$ cat config.mk
export PLATFORM = sky130hd
export DESIGN_NAME = reg_file_mp_sb_flat
export DESIGN_NICKNAME = d
export VERILOG_FILES = /design/src/rtl/reg_file_mp_sb_if.sv /design/src/rtl/reg_file_mp_sb.sv /design/src/flat_wrapper.sv
export SDC_FILE = /design/constraint.sdc
export NUM_CORES = 2
export LEC_CHECK = 0
export BUFFER_PORTS_ARGS = -buffer_cell sky130_fd_sc_hd__buf_2
export CAP_MARGIN = 40
export CORE_ASPECT_RATIO = 0.75
export CORE_MARGIN = 1
export CORE_UTILIZATION = 30
export DETAILED_ROUTE_END_ITERATION = 8
export GPL_ROUTABILITY_DRIVEN = 0
export SLEW_MARGIN = 25
export SYNTH_ARGS = -nofsm -noshare
export SYNTH_HDL_FRONTEND = slang
export SYNTH_SLANG_ARGS = --single-unit
$ cat constraint.sdc
create_clock -name clk -period 7.5 [get_ports clk]
set_input_delay 0.375 -clock clk [delete_from_list [all_inputs] [get_ports clk]]
set_output_delay 0.375 -clock clk [all_outputs]
set_load 0.02 [all_outputs]
$ cat src/rtl/reg_file_mp_sb_if.sv
// Decode/writeback bus of the dual-write-port register file with busy scoreboard.
// master = CPU pipeline side, slave = register file.
interface reg_file_mp_sb_if #(
  parameter int unsigned DATA_WIDTH = 32,
  parameter int unsigned ADDR_WIDTH = 5
);
  logic                  wen0;
  logic [ADDR_WIDTH-1:0] waddr0;
  logic [DATA_WIDTH-1:0] wdata0;
  logic                  wen1;
  logic [ADDR_WIDTH-1:0] waddr1;
  logic [DATA_WIDTH-1:0] wdata1;
  logic [ADDR_WIDTH-1:0] raddr1;
  logic [ADDR_WIDTH-1:0] raddr2;
  logic [DATA_WIDTH-1:0] rdata1;
  logic [DATA_WIDTH-1:0] rdata2;
  logic                  rbusy1;
  logic                  rbusy2;
  logic                  bset;
  logic [ADDR_WIDTH-1:0] baddr;
  logic [ADDR_WIDTH:0]   busy_cnt;

  modport master (
    output wen0, waddr0, wdata0, wen1, waddr1, wdata1,
    output raddr1, raddr2, bset, baddr,
    input  rdata1, rdata2, rbusy1, rbusy2, busy_cnt
  );

  modport slave (
    input  wen0, waddr0, wdata0, wen1, waddr1, wdata1,
    input  raddr1, raddr2, bset, baddr,
    output rdata1, rdata2, rbusy1, rbusy2, busy_cnt
  );
endinterface

$ cat src/rtl/reg_file_mp_sb.sv
// Register file: two write ports (port 1 wins on collision), two async read ports,
// per-register busy scoreboard with registered popcount. Define REG_FILE_BYPASS_EN for same-cycle write forwarding.
module reg_file_mp_sb #(
  parameter int unsigned DATA_WIDTH = 32,
  parameter int unsigned ADDR_WIDTH = 5,
  parameter int unsigned ZERO_REG   = 1
) (
  input logic               clk,
  input logic               rst,
  reg_file_mp_sb_if.slave   bus
);
  localparam int unsigned DEPTH = 2 ** ADDR_WIDTH;
  localparam int unsigned CW    = ADDR_WIDTH + 1;
  localparam bit          ZR    = (ZERO_REG != 0);

  logic [DATA_WIDTH-1:0] regs [DEPTH];
  logic [DEPTH-1:0]      busy;
  logic [DEPTH-1:0]      busy_nxt;
  logic [CW-1:0]         cnt_nxt;
  logic                  we0;
  logic                  we1;

  // Writes to the hard-wired zero register are dropped.
  assign we0 = bus.wen0 && !(ZR && (bus.waddr0 == '0));
  assign we1 = bus.wen1 && !(ZR && (bus.waddr1 == '0));

  // Scoreboard next state: issue (set) beats writeback (clear).
  always_comb begin
    busy_nxt = busy;
    cnt_nxt  = '0;
    for (int unsigned i = 0; i < DEPTH; i++) begin
      if (ZR && (i == 0)) begin
        busy_nxt[i] = 1'b0;
      end else if (bus.bset && (bus.baddr == ADDR_WIDTH'(i))) begin
        busy_nxt[i] = 1'b1;
      end else if ((bus.wen0 && (bus.waddr0 == ADDR_WIDTH'(i))) ||
                   (bus.wen1 && (bus.waddr1 == ADDR_WIDTH'(i)))) begin
        busy_nxt[i] = 1'b0;
      end
      cnt_nxt = cnt_nxt + CW'(busy_nxt[i]);
    end
  end

  always_ff @(posedge clk) begin
    if (rst) begin
      for (int unsigned i = 0; i < DEPTH; i++) begin
        regs[i] <= '0;
      end
      busy         <= '0;
      bus.busy_cnt <= '0;
    end else begin
      if (we0) regs[bus.waddr0] <= bus.wdata0;
      if (we1) regs[bus.waddr1] <= bus.wdata1;
      busy         <= busy_nxt;
      bus.busy_cnt <= cnt_nxt;
    end
  end

  logic [ADDR_WIDTH-1:0] ra [2];
  logic [DATA_WIDTH-1:0] rd [2];
  logic                  rb [2];

  assign ra[0] = bus.raddr1;
  assign ra[1] = bus.raddr2;

  for (genvar k = 0; k < 2; k++) begin : g_rd
`ifdef REG_FILE_BYPASS_EN
    logic hit0;
    logic hit1;
    logic reissue;
    assign hit0    = bus.wen0 && (bus.waddr0 == ra[k]);
    assign hit1    = bus.wen1 && (bus.waddr1 == ra[k]);
    assign reissue = bus.bset && (bus.baddr == ra[k]);
`endif
    always_comb begin
      rd[k] = regs[ra[k]];
      rb[k] = busy[ra[k]];
`ifdef REG_FILE_BYPASS_EN
      if (hit1) begin
        rd[k] = bus.wdata1;
      end else if (hit0) begin
        rd[k] = bus.wdata0;
      end
      // Forwarded value is final unless a new producer is issued this cycle.
      if ((hit0 || hit1) && !reissue) begin
        rb[k] = 1'b0;
      end
`endif
      if (ZR && (ra[k] == '0)) begin
        rd[k] = '0;
        rb[k] = 1'b0;
      end
    end
  end

  assign bus.rdata1 = rd[0];
  assign bus.rdata2 = rd[1];
  assign bus.rbusy1 = rb[0];
  assign bus.rbusy2 = rb[1];
endmodule

$ cat src/flat_wrapper.sv
// flat-port wrapper written by rule: the top's interface ports become plain ports
module reg_file_mp_sb_flat 
#(
  parameter int unsigned DATA_WIDTH = 32,
  parameter int unsigned ADDR_WIDTH = 5,
  parameter int unsigned ZERO_REG   = 1
)
  (clk, rst, bus_wen0, bus_waddr0, bus_wdata0, bus_wen1, bus_waddr1, bus_wdata1, bus_raddr1, bus_raddr2, bus_bset, bus_baddr, bus_rdata1, bus_rdata2, bus_rbusy1, bus_rbusy2, bus_busy_cnt);
  reg_file_mp_sb_if #(.DATA_WIDTH(DATA_WIDTH), .ADDR_WIDTH(ADDR_WIDTH)) bus_i ();
  input logic clk;
  input logic rst;
  input wire logic [$bits(bus_i.wen0)-1:0] bus_wen0;
  input wire logic [$bits(bus_i.waddr0)-1:0] bus_waddr0;
  input wire logic [$bits(bus_i.wdata0)-1:0] bus_wdata0;
  input wire logic [$bits(bus_i.wen1)-1:0] bus_wen1;
  input wire logic [$bits(bus_i.waddr1)-1:0] bus_waddr1;
  input wire logic [$bits(bus_i.wdata1)-1:0] bus_wdata1;
  input wire logic [$bits(bus_i.raddr1)-1:0] bus_raddr1;
  input wire logic [$bits(bus_i.raddr2)-1:0] bus_raddr2;
  input wire logic [$bits(bus_i.bset)-1:0] bus_bset;
  input wire logic [$bits(bus_i.baddr)-1:0] bus_baddr;
  output wire logic [$bits(bus_i.rdata1)-1:0] bus_rdata1;
  output wire logic [$bits(bus_i.rdata2)-1:0] bus_rdata2;
  output wire logic [$bits(bus_i.rbusy1)-1:0] bus_rbusy1;
  output wire logic [$bits(bus_i.rbusy2)-1:0] bus_rbusy2;
  output wire logic [$bits(bus_i.busy_cnt)-1:0] bus_busy_cnt;
  assign bus_i.wen0 = bus_wen0;
  assign bus_i.waddr0 = bus_waddr0;
  assign bus_i.wdata0 = bus_wdata0;
  assign bus_i.wen1 = bus_wen1;
  assign bus_i.waddr1 = bus_waddr1;
  assign bus_i.wdata1 = bus_wdata1;
  assign bus_i.raddr1 = bus_raddr1;
  assign bus_i.raddr2 = bus_raddr2;
  assign bus_i.bset = bus_bset;
  assign bus_i.baddr = bus_baddr;
  assign bus_rdata1 = bus_i.rdata1;
  assign bus_rdata2 = bus_i.rdata2;
  assign bus_rbusy1 = bus_i.rbusy1;
  assign bus_rbusy2 = bus_i.rbusy2;
  assign bus_busy_cnt = bus_i.busy_cnt;
  reg_file_mp_sb #(.DATA_WIDTH(DATA_WIDTH), .ADDR_WIDTH(ADDR_WIDTH), .ZERO_REG(ZERO_REG)) u_core (.clk(clk), .rst(rst), .bus(bus_i));
endmodule
==> metrics.md <==
| Metric | Value |
|---|---|
| Global routing met2 resource utilization | 34.4% |
| Busiest grt layer | met1 |
| Total power of the final layout | 14700 uW |
| Height of the chip | 393 um |
| Clock transition at the register clock pins on the worst setup and hold paths after CTS | 0.06 ns |
| Post-synth top area share | 50.2% |
| Fin Clk Skew | 0.0140 ns |
| Ys flop type | edfxtp_1 |
| Highest clock frequency the design can meet | 182 MHz |
| Clock period minus worst slack | 5.50 ns |
| Endpoint required time on the critical path | 8.11 ns |
| P per Cell Area | 213 nW/um^2 |
| Most frequent standard cell in the layout excluding fill and tap cells | edfxtp_1 |
| Worst min-delay path category | in -> reg |
| Resized cells post-CTS | 0 |
| Maximum number of pins on one net before global-route repair | 126 |
| Synth-to-layout area growth | 12.5% |
| Die area | 206000 um^2 |
| RSZ-0062 raised after global routing | false |
| Post-synth EDFFs | 1024 |
| Hold Buf Count CTS | 0 |
| Met3 usage | 13.5% |
| Hold Violations, Final | 0 |
| Clock latency reported for the late side of the worst-skew pair | 0.74 ns |
| Maximum fanout count along the critical path | 9 |
| Cell type contributing the most total cell area after synthesis | edfxtp_1 |
| Number of unique standard cell types used by synthesis | 54 |
| Warnings, synthesis | 0 |
| Total wirelength of the detailed-routed design | 283000 um |
| Sum of negative setup slack | 0 ns |
| Final instance area | 69000 um^2 |
| Total clock sinks | 1061 |
| Number of nets in the layout | 4208 |
| Commonest cells after routing, fill and taps aside | edfxtp_1, a22o_1, mux4_2 |
| Max_cap viols | 0 |
| Mean Syn Cell Area | 14.6 um^2 |
| Final period utilization | 73.3% |
| Count of buffers added by post-CTS timing repair for setup | 0 |
| Signal arrival time at the worst endpoint | 6.11 ns |
| Vias per Instance | 7.06 |
| Peak VDD IR | 0.177 mV |
| Detailed Place HPWL | 164000 um |
| Leakage | 0.0228 uW |
| Final-report max-slew violation count | 0 |
| Vias after detailed routing | 48.4k |
| Via count of the first global-routing pass | 44.9k |
| Initial drt markers | 10.2k |
| Status | complete, no violations |
| Setup-failing EPs final | 0 |
| Core footprint | 203000 um^2 |
| Wire length per cell after detailed routing | 41.3 um |
| Global-route met1 utilization | 36.1% |
| Critical Path End Type | register |
| Rows | 143 |
| CP Class | in -> reg |
| Root Driver | clkbuf_16 |
| Actual transition at the worst max-transition pin | 1.10 ns |
| Placed standard-cell area | 65300 um^2 |
| Final-layout fill cell count | 19.4k |
| Total routing usage reported by global routing | 26.6% |
| Grt ovf | 0 |
| I/O Buffers | 165 |
| Fraction of final layout cells sized beyond drive strength 1 | 28.0% |
| Worst slew margin relative to its limit | 26.2% |
| Cts bufs inserted | 103 |
| Post-Syn Area | 61300 um^2 |
| DRC | 0 |
| Startpoint Class | primary input |
| Count of state elements after synthesis | 1061 |
| Initial antenna violation count | 34 |
| Number of standard cells after synthesis | 4205 |
| Ports | 166 |
| Starting density of the core | 30.2% |
| H-tree level count | 3 |
| Area contributors post-synth | edfxtp_1, mux4_2, a22o_1 |
| Die W | 524 um |
| Sequential cell area fraction in the yosys report | 51.4% |
| Synth async-reset ratio | 0% |
| Antenna-violating nets left | 0 |
| Total iterations of the first detailed-routing run | 8 |
| Hold Slack | 0.0585 ns |
| Clock Tree Buf Depth | 3 |
| CTS tree | built |
| First-pass GRT wire length | 380000 um |
-- kinds of logic after synthesis --
kind of cell / count (synthesis) / share of synthesized area [%]
muxes: 660 / 20.3
buffers and inverters: 661 / 4.52
xor gates and xnor gates: 3 / 0.0429
AOI/OAI and AO/OA: 1459 / 19.7
and+or+nand+nor: 328 / 3.14
other: 1 / 0.00612
adders and majority gates: 32 / 0.935
DFF: 1061 / 51.4
-- state kept, by name, summed over array words and instances (netlist names) --
register,count
u_core.regs,1024
u_core.busy,31
u_core.bus.busy_cnt,6
-- per-stage QoR --
stage	instances	util, %	worst slack [ns]
CTS	6835	33.9	1.94
global route	6855	34.0	1.70
detailed placement	6644	32.2	1.18
floorplan	4236	-	1.64
global placement	6622	32.0	1.25
finish	6863	34.0	2.00
-- where the power goes --
part	switching, uW	internal [uW]	total, uW
Sequential	178	6840	7020
Clock	2540	2950	5490
Combinational	1420	773	2190
Total	4140	10600	14700
-- routing by layer --
| layer | vias up | share of wire [%] |
|---|---|---|
| met1 | 24700 | 36 |
| met4 | 22 | 5.5 |
| met3 | 884 | 19 |
| li1 | 17500 | - |
| met5 | - | 0.085 |
| met2 | 5261 | 39 |
-- worst max-delay path, stage by stage --
cell	delay, ns
buf_2	0.20
nor2b_1	0.42
nor2b_1	0.33
a32o_1	0.21
ha_1	0.25
fa_1	0.49
inv_1	0.05
fa_1	0.49
inv_1	0.05
fa_1	0.48
inv_1	0.05
fa_1	0.49
fa_1	0.43
fa_1	0.49
inv_1	0.04
ha_1	0.20
fa_1	0.46
a21o_1	0.19
a21oi_1	0.16
xor2_1	0.17
nor2_1	0.06
-- cells in the mapped netlist, types with 49 or more instances --
master and instances:
nor2_1 59, clkbuf_1 412, a22o_1 999, mux2_2 68, a211oi_1 64, o21ai_0 111, nand2_1 60, a311oi_1 66
mux4_2 460, mux2i_1 132, a221oi_1 49, edfxtp_1 1024, nor2b_1 79, buf_2 197, a22oi_1 111
-- area by class of cell --
class,count,area [um^2],area share [%]
multi-input cells,2514,27800,40.2
well taps,2682,3360,4.87
clock buffers,123,2680,3.89
repair buffers,369,2830,4.10
clock inverters,68,703,1.02
flip-flops and latches,1061,31500,45.7
diodes,13,32.5,0.0472
inverters,33,129,0.187
-- worst paths after layout --
| check | start | to | slack [ns] | cells after the start |
|---|---|---|---|---|
| max | bus_baddr[1] | u_core.bus.busy_cnt[4] | 2.00 | 21 |
| min | rst | u_core.busy[30] | 0.06 | 2 |
| max reg2reg | u_core.busy[2] | u_core.bus.busy_cnt[4] | 2.17 | 18 |
| min reg2reg | u_core.busy[27] | u_core.busy[27] | 0.60 | 2 |
Note: power is estimated with default switching activity, not from simulation.
